===== config.mk =====
export PLATFORM = sky130hd
export DESIGN_NAME = full_subtractor
export DESIGN_NICKNAME = d
export VERILOG_FILES = /design/src/rtl/full_subtractor.sv
export SDC_FILE = /design/constraint.sdc
export NUM_CORES = 1
export LEC_CHECK = 0
export ABC_CLOCK_PERIOD_IN_PS = 1500
export BUFFER_PORTS_ARGS = -buffer_cell sky130_fd_sc_hd__buf_2
export CAP_MARGIN = 20
export CORE_AREA = 10 10 47 49
export DETAILED_ROUTE_END_ITERATION = 7
export DIE_AREA = 0 0 57 59
export PLACE_DENSITY = 0.65
export SLEW_MARGIN = 20
export SYNTH_ARGS = -nofsm -noshare
export SYNTH_HDL_FRONTEND = slang
export SYNTH_SLANG_ARGS = --single-unit
export TNS_END_PERCENT = 1

===== constraint.sdc =====
create_clock -name clk -period 1.5 [get_ports clk]
set_input_delay 0.075 -clock clk [delete_from_list [all_inputs] [get_ports clk]]
set_output_delay 0.075 -clock clk [all_outputs]
set_load 0.01 [all_outputs]

===== src/rtl/full_subtractor.sv =====
// 1-bit full subtractor with a combinational core and a registered bit-serial wrapper.
// Optional macro FULL_SUB_ZERO_FLAG_EN adds the registered word_zero output.
module full_subtractor #(
    parameter int unsigned WIDTH = 8
) (
    input  logic clk,
    input  logic rst,
    input  logic a,
    input  logic b,
    input  logic c,
    output logic d,
    output logic b0,
    input  logic in_valid,
    input  logic start,
    output logic d_q,
    output logic b0_q,
    output logic out_valid,
    output logic word_done,
`ifdef FULL_SUB_ZERO_FLAG_EN
    output logic word_zero,
`endif
    output logic busy
);

    localparam int unsigned CntW = $clog2(WIDTH + 1);

    typedef enum logic [0:0] {StIdle, StRun} state_e;

    state_e            state_q;
    logic [CntW-1:0]   cnt_q;
    logic              borrow_q;

    logic bin_acc;
    logic diff_acc;
    logic bout_acc;
    logic in_word;
    logic last_bit;

    assign d  = a ^ b ^ c;
    assign b0 = (~a & b) | (~a & c) | (b & c);

    assign busy = (state_q == StRun);

    always_comb begin
        // Continuing bits ripple the stored borrow; first bits and one-shots use c.
        in_word  = (state_q == StRun) && !start;
        bin_acc  = in_word ? borrow_q : c;
        diff_acc = a ^ b ^ bin_acc;
        bout_acc = (~a & b) | (~a & bin_acc) | (b & bin_acc);
        last_bit = in_word && (cnt_q == CntW'(WIDTH - 1));
    end

`ifdef FULL_SUB_ZERO_FLAG_EN
    logic zacc_q;
    logic zacc_d;

    always_comb begin
        zacc_d = start ? ~diff_acc : (zacc_q & ~diff_acc);
    end

    always_ff @(posedge clk or posedge rst) begin
        if (rst) begin
            zacc_q    <= 1'b0;
            word_zero <= 1'b0;
        end else if (in_valid) begin
            if (start || in_word) begin
                zacc_q <= zacc_d;
            end
            word_zero <= last_bit & zacc_d;
        end else begin
            word_zero <= 1'b0;
        end
    end
`endif

    always_ff @(posedge clk or posedge rst) begin
        if (rst) begin
            state_q   <= StIdle;
            cnt_q     <= '0;
            borrow_q  <= 1'b0;
            d_q       <= 1'b0;
            b0_q      <= 1'b0;
            out_valid <= 1'b0;
            word_done <= 1'b0;
        end else if (in_valid) begin
            out_valid <= 1'b1;
            d_q       <= diff_acc;
            b0_q      <= bout_acc;
            word_done <= last_bit;
            if (start) begin
                state_q  <= StRun;
                cnt_q    <= CntW'(1);
                borrow_q <= bout_acc;
            end else if (state_q == StRun) begin
                borrow_q <= bout_acc;
                if (last_bit) begin
                    state_q <= StIdle;
                    cnt_q   <= '0;
                end else begin
                    cnt_q <= cnt_q + CntW'(1);
                end
            end
        end else begin
            out_valid <= 1'b0;
            word_done <= 1'b0;
        end
    end

endmodule


==> flow_metrics.env, run 1 <==
export IMPL_synth_cell_area_um2=529
export IMPL_cts_buffer_depth=2
export IMPL_fin_skew_ns=0.000763
export IMPL_synth_cells=48
export IMPL_layout_drive_gt1_share=0.385
export IMPL_drt_iter0_drc=3
export IMPL_drc=0
export IMPL_path_max_fanout=2
export IMPL_grt_max_degree=17
export IMPL_fp_dieH_um=59
export IMPL_synthesis_nets=58
export IMPL_required_ns=1.65
export IMPL_synth_ff_type="dfrtp_1"
export IMPL_synth_edf_count=0
export IMPL_fin_util=0.480
export IMPL_finalSetupTns_ns=-0.0191
export IMPL_crit_chain="nor2b_4, mux2i_2, fa_1, mux2_4"
export IMPL_start_util=0.378
export IMPL_antenna_found_initial=0
export IMPL_gp_congestion=0.759
export IMPL_violations="negative setup slack"
export IMPL_p_leak_uw=0.000337
export IMPL_dr_pass1_iters=3
export IMPL_post_synth_top_count_cell="dfrtp_1"
export IMPL_grt_overflow_total=0
export IMPL_relSlewSlack=0.742
export IMPL_hold_viol=0
export IMPL_grt_pass1_vias=424
export IMPL_ys_warn_count=0
export IMPL_avgSynthCellArea_um2=11.0
export IMPL_hpwl_um=795
export IMPL_maxSlewViolCount=0
export IMPL_finalPower_uw=837
export IMPL_synth_seq_cells=10
export IMPL_endpoint_kind="flop"
export IMPL_via_per_inst=5.02
export IMPL_boundaryPins=14
export IMPL_cts_sinks=10
export IMPL_dieArea_mm2=0.00336
export IMPL_rsz0062_at_grt="yes"
export IMPL_status="finished, violations left"
export IMPL_period_minus_slack_ns=1.52
export IMPL_ant_nets=0
export IMPL_setup_viol=1
export IMPL_insertion_delay_ns=0.27
export IMPL_drv_cap=0
export IMPL_clkSlewWorstSetupHoldPaths_ns=0.07
export IMPL_path_buf_inv=0
export IMPL_synthTopCellsByCount="dfrtp_1, inv_1, nand2_1"
export IMPL_peakVddDrop_v=0.000618
export IMPL_grt_pass1_wl_um=1950
export IMPL_cts_buffers=3
export IMPL_critPathKind="reg -> reg"
export IMPL_insertedDiodeCount=0
export IMPL_wl_per_cell_um=13.4
export IMPL_cts_htree_levels=1
export IMPL_synth_area_leader_cell="dfrtp_1"
export IMPL_grt_util_all_layers=0.0721
export IMPL_path_delay_family="multiplexers"
export IMPL_postCtsSetupBuffers=0
export IMPL_slowest_delay_ns=0.43
export IMPL_async_flop_share=1.00
export IMPL_synth_area_leaders="dfrtp_1, fa_1, inv_1"
export IMPL_cts_tree="built"
export IMPL_layout_setup_ws_ns=-0.0191
export IMPL_yosysSeqAreaShare=0.473
export IMPL_synth_top_cell_area_share=0.473
export IMPL_crit_arrival_ns=1.67
export IMPL_powerDensity_mw_per_mm2=1240
export IMPL_crit_path_top_delay_cell="fa_1"
export IMPL_die_w_um=57
export IMPL_cts_root_buf="clkbuf_4"
export IMPL_synth_cell_types=25
export IMPL_worst_setup_path_start_kind="flop"
export IMPL_routed_via_count=407
export IMPL_pre_cts_slack_ns=-0.00711
export IMPL_worst_pin_slew_ns=0.387
export IMPL_coreArea_mm2=0.00140
export IMPL_layout_nets=76
export IMPL_holdWs_ns=0.0772
export IMPL_wl_um=1090
export IMPL_area_growth_pct=27.2
export IMPL_io_buffers=13
export IMPL_max_freq_mhz=658
export IMPL_hp_class="in -> reg"
export IMPL_min_period_over_period=1.01
export IMPL_fp_row_count=14
sequential cells by signal (all words and copies together) (netlist names):
| name | count |
|---|---|
| b0_q | 1 |
| d_q | 1 |
| out_valid | 1 |
| borrow_q | 1 |
| word_done | 1 |
| busy | 1 |
| cnt_q | 4 |
cell usage in the layout, fill, tap and decap left out, drive strengths merged, types with 2 or more instances in the layout:
| cell | Yosys | final |
|---|---|---|
| dfrtp | 10 | 10 |
| and4b | 2 | 2 |
| fa | 2 | 2 |
| o21ai | 3 | 3 |
| nand2 | 4 | 4 |
| a22o | 2 | 2 |
| clkbuf | 0 | 4 |
| inv | 6 | 6 |
| buf | 3 | 15 |
| o22ai | 2 | 2 |
| a21oi | 2 | 2 |
stage by stage:
step	instances	instance area, µm²
6_report	81	673
5_1_grt	81	673
4_1_cts	81	666
3_5_place_dp	76	614
3_3_place_gp	76	614
2_1_floorplan	48	538
power breakdown:
part,leakage [µW],internal (µW),switching (µW)
clock,0.0000210,147,97.4
sequential,0.000121,321,39.4
combinational,0.000195,120,111
worst register-to-register path, cell delays in order (launching register included):
cell	delay, ns
dfrtp_1	0.35
nor2b_4	0.15
mux2i_2	0.22
fa_1	0.43
mux2_4	0.26
repair_timing:
item / 4_1_cts / 5_1_grt
hold buffers: 1 / 0
resized for setup: 1 / 2
endpoints found under the hold margin: 10 / 0
setup endpoints to repair: 1 / 1
gates cloned: 0 / 0
cell type report:
cell class / instances / area (µm²)
Fill cell: 148 / 728
Multi-Input combinational cell: 29 / 254
Sequential cell: 10 / 250
Timing Repair Buffer: 16 / 90.1
Clock buffer: 4 / 36.3
Inverter: 6 / 22.5
Tap cell: 16 / 20.0
worst paths after layout:
| path | startpoint | endpoint | slack [ns] | cells past startpoint |
|---|---|---|---|---|
| setup / recovery | busy | d_q | -0.02 | 4 |
| hold reg to reg | d_q | d_q | 0.51 | 1 |
| max in group asynchronous | rst | borrow_q | 0.90 | 3 |
| setup reg to reg | busy | d_q | -0.02 | 4 |
| min in group asynchronous | rst | busy | 0.32 | 3 |
| hold / removal | in_valid | out_valid | 0.08 | 1 |
per-layer routing:
metal  track usage  wire length, µm  vias up
met5             0                0        -
met2         0.104              453       12
met1        0.0882              550      185
li1              -                -      205
met3        0.0365               59        5
met4        0.0302               22        0
kinds of logic (layout without fill, tap and decap cells):
| logic type | Yosys count | count (layout) | share of synthesized area |
|---|---|---|---|
| AOI/OAI and AO/OA | 12 | 12 | 0.147 |
| and+or+nand+nor | 12 | 12 | 0.165 |
| DFF | 10 | 10 | 0.473 |
| buffers and inverters | 9 | 26 | 0.0757 |
| adders and majority gates | 3 | 3 | 0.0993 |
| muxes | 2 | 2 | 0.0402 |
No activity file was read; power rests on OpenSTA's default activity.
==> inputs of run 2 (changes only) <==
--- a/config.mk
+++ b/config.mk
@@ -5,13 +5,14 @@
 export SDC_FILE = /design/constraint.sdc
 export NUM_CORES = 1
 export LEC_CHECK = 0
+export ABC_AREA = 1
 export ABC_CLOCK_PERIOD_IN_PS = 1500
 export BUFFER_PORTS_ARGS = -buffer_cell sky130_fd_sc_hd__buf_2
 export CAP_MARGIN = 20
 export CORE_AREA = 10 10 47 49
+export CTS_CLUSTER_SIZE = 16
 export DETAILED_ROUTE_END_ITERATION = 7
 export DIE_AREA = 0 0 57 59
-export PLACE_DENSITY = 0.65
 export SLEW_MARGIN = 20
 export SYNTH_ARGS = -nofsm -noshare
 export SYNTH_HDL_FRONTEND = slang
==> run 2 against run 1 <==
  * Largest cell class is now flip-flops and latches
  * Synthesized area is 1.4% lower
  * Hold slack better by 0.074 ns
  * The run now ends clean
  * Die area is the same
  * Total power fell by 14%
  * Sequential power shrank 9.1%
  * Global-route usage is 0.056 points lower
  * Critical path type unchanged
==> flow_metrics.env, run 2 <==
export IMPL_status="completed"
export IMPL_hpwl_um=846
export IMPL_insertedDiodeCount=0
export IMPL_required_ns=1.66
export IMPL_dr_pass1_iters=4
export IMPL_drt_iter0_drc=10
export IMPL_post_synth_top_count_cell="nand2_1"
export IMPL_grt_max_degree=11
export IMPL_hp_class="in -> reg"
export IMPL_async_flop_share=1.00
export IMPL_rsz0062_at_grt="no"
export IMPL_ys_warn_count=0
export IMPL_slowest_delay_ns=0.43
export IMPL_cts_sinks=10
export IMPL_fin_skew_ns=0.00283
export IMPL_coreArea_mm2=0.00140
export IMPL_yosysSeqAreaShare=0.480
export IMPL_start_util=0.372
export IMPL_p_leak_uw=0.000394
export IMPL_layout_common_cells="nand2_1, buf_2, inv_1"
export IMPL_cts_tree="built"
export IMPL_boundaryPins=14
export IMPL_hold_viol=0
export IMPL_maxSlewViolCount=0
export IMPL_synth_cells=64
export IMPL_grt_pass1_vias=457
export IMPL_clkSlewWorstSetupHoldPaths_ns=0.07
export IMPL_layout_drive_gt1_share=0.298
export IMPL_path_max_fanout=4
export IMPL_synth_cell_types=15
export IMPL_gp_congestion=0.796
export IMPL_cts_htree_levels=1
export IMPL_crit_arrival_ns=1.55
export IMPL_largest_register="cnt_q"
export IMPL_drc=0
export IMPL_insertion_delay_ns=0.26
export IMPL_relSlewSlack=0.747
export IMPL_fp_row_count=14
export IMPL_drv_cap=0
export IMPL_finalPower_uw=717
export IMPL_synth_edf_count=0
export IMPL_avgSynthCellArea_um2=8.15
export IMPL_powerDensity_mw_per_mm2=1060
export IMPL_synth_area_leader_cell="dfrtp_1"
export IMPL_synth_area_leaders="dfrtp_1, nand2_1, inv_1"
export IMPL_max_freq_mhz=719
export IMPL_endpoint_kind="flop"
export IMPL_worst_pin_slew_ns=0.379
export IMPL_routed_via_count=446
export IMPL_fp_dieH_um=59
export IMPL_layout_commonest_cell="nand2_1"
export IMPL_grt_pass1_wl_um=1900
export IMPL_largest_register_ffs=4
export IMPL_synth_cell_area_um2=522
export IMPL_placed_area_um2=607
export IMPL_antenna_found_initial=0
export IMPL_synthesis_nets=74
export IMPL_synth_seq_cells=10
export IMPL_timing_critical_path_mode_cell="nand2_1"
export IMPL_min_period_over_period=0.927
export IMPL_grt_util_all_layers=0.0716
export IMPL_worst_setup_path_start_kind="flop"
export IMPL_peakVddDrop_v=0.000500
export IMPL_wl_per_cell_um=10.7
export IMPL_layout_nets=95
export IMPL_crit_path_top_delay_cell="fa_1"
export IMPL_io_buffers=13
export IMPL_via_per_inst=4.46
export IMPL_finalSetupTns_ns=0
export IMPL_area_growth_pct=29.5
export IMPL_die_w_um=57
export IMPL_synthTopCellsByCount="nand2_1, inv_1, dfrtp_1"
export IMPL_grt_overflow_total=0
export IMPL_cts_buffers=3
export IMPL_crit_chain="inv_1, nor2_4, nand2_1, o21ai_1, fa_1, nand2_1, nand2_1"
export IMPL_cts_root_buf="clkbuf_4"
export IMPL_ant_nets=0
export IMPL_final_cell_area_um2=676
export IMPL_synth_top_cell_area_share=0.480
export IMPL_setup_viol=0
export IMPL_cts_buffer_depth=2
export IMPL_dieArea_mm2=0.00336
export IMPL_holdWs_ns=0.151
export IMPL_wl_um=1070
export IMPL_synth_ff_type="dfrtp_1"
export IMPL_period_minus_slack_ns=1.39
export IMPL_critPathKind="reg -> reg"
## run 2: cells by family after synthesis
group / after synthesis / synth area share
buffers and inverters: 14 / 0.101
AND/OR/NAND/NOR: 31 / 0.254
flip-flops: 10 / 0.480
adder cells (fa/ha/maj): 3 / 0.101
AO/OA/AOI/OAI: 6 / 0.0647
## run 2: stage by stage
step           setup slack [ns]  utilization  std cells
3_3_place_gp              0.130        0.433         93
3_5_place_dp             0.0880        0.433         93
2_1_floorplan             0.105            -         64
6_report                  0.109        0.482        100
5_1_grt                 0.00406        0.482        100
4_1_cts                  0.0755        0.473         99
## run 2: what timing repair did
item	4_1_cts	5_1_grt
setup endpoints to repair	0	3
buffers inserted	0	1
hold buffers	2	0
endpoints found under the hold margin	11	0
resized for setup	0	2
## run 2: cell type report
| type | instances | area [µm²] |
|---|---|---|
| inverter | 14 | 52.6 |
| tap | 16 | 20.0 |
| sequential | 10 | 250 |
| clock buffer | 4 | 36.3 |
| multi-input combinational | 40 | 224 |
| timing repair buffer | 16 | 92.6 |
| fill | 148 | 726 |
## run 2: critical path, delay by kind of cell (launching register included)
kind            cells  cell delay, ns
compound gates      1            0.09
fa+ha+maj           1            0.43
buf+inv             1            0.09
flops               1            0.40
simple gates        4            0.29
## run 2: worst paths after layout
path | from | endpoint | slack (ns) | cells after the start
worst max-delay path | busy | d_q | 0.11 | 7
worst min-delay path | start | word_done | 0.15 | 4
worst max register to register | busy | d_q | 0.11 | 7
worst min register to register | d_q | d_q | 0.47 | 2
max in group asynchronous | rst | borrow_q | 0.90 | 3
min in group asynchronous | rst | out_valid | 0.33 | 3
## run 2: power breakdown
group / switching [µW] / internal [µW] / total, µW
clock: 94.3 / 147 / 242
combinational: 84.2 / 62.7 / 147
sequential: 25.2 / 303 / 328
## run 2: layer usage
metal | wire [µm] | part of all wire | vias to the layer above | track usage
met5 | 0 | 0 | - | 0
met4 | 12 | 0.011 | 0 | 0.0503
met2 | 463 | 0.43 | 15 | 0.0977
met1 | 500 | 0.47 | 193 | 0.0878
met3 | 94 | 0.088 | 2 | 0.0300
li1 | - | - | 236 | -
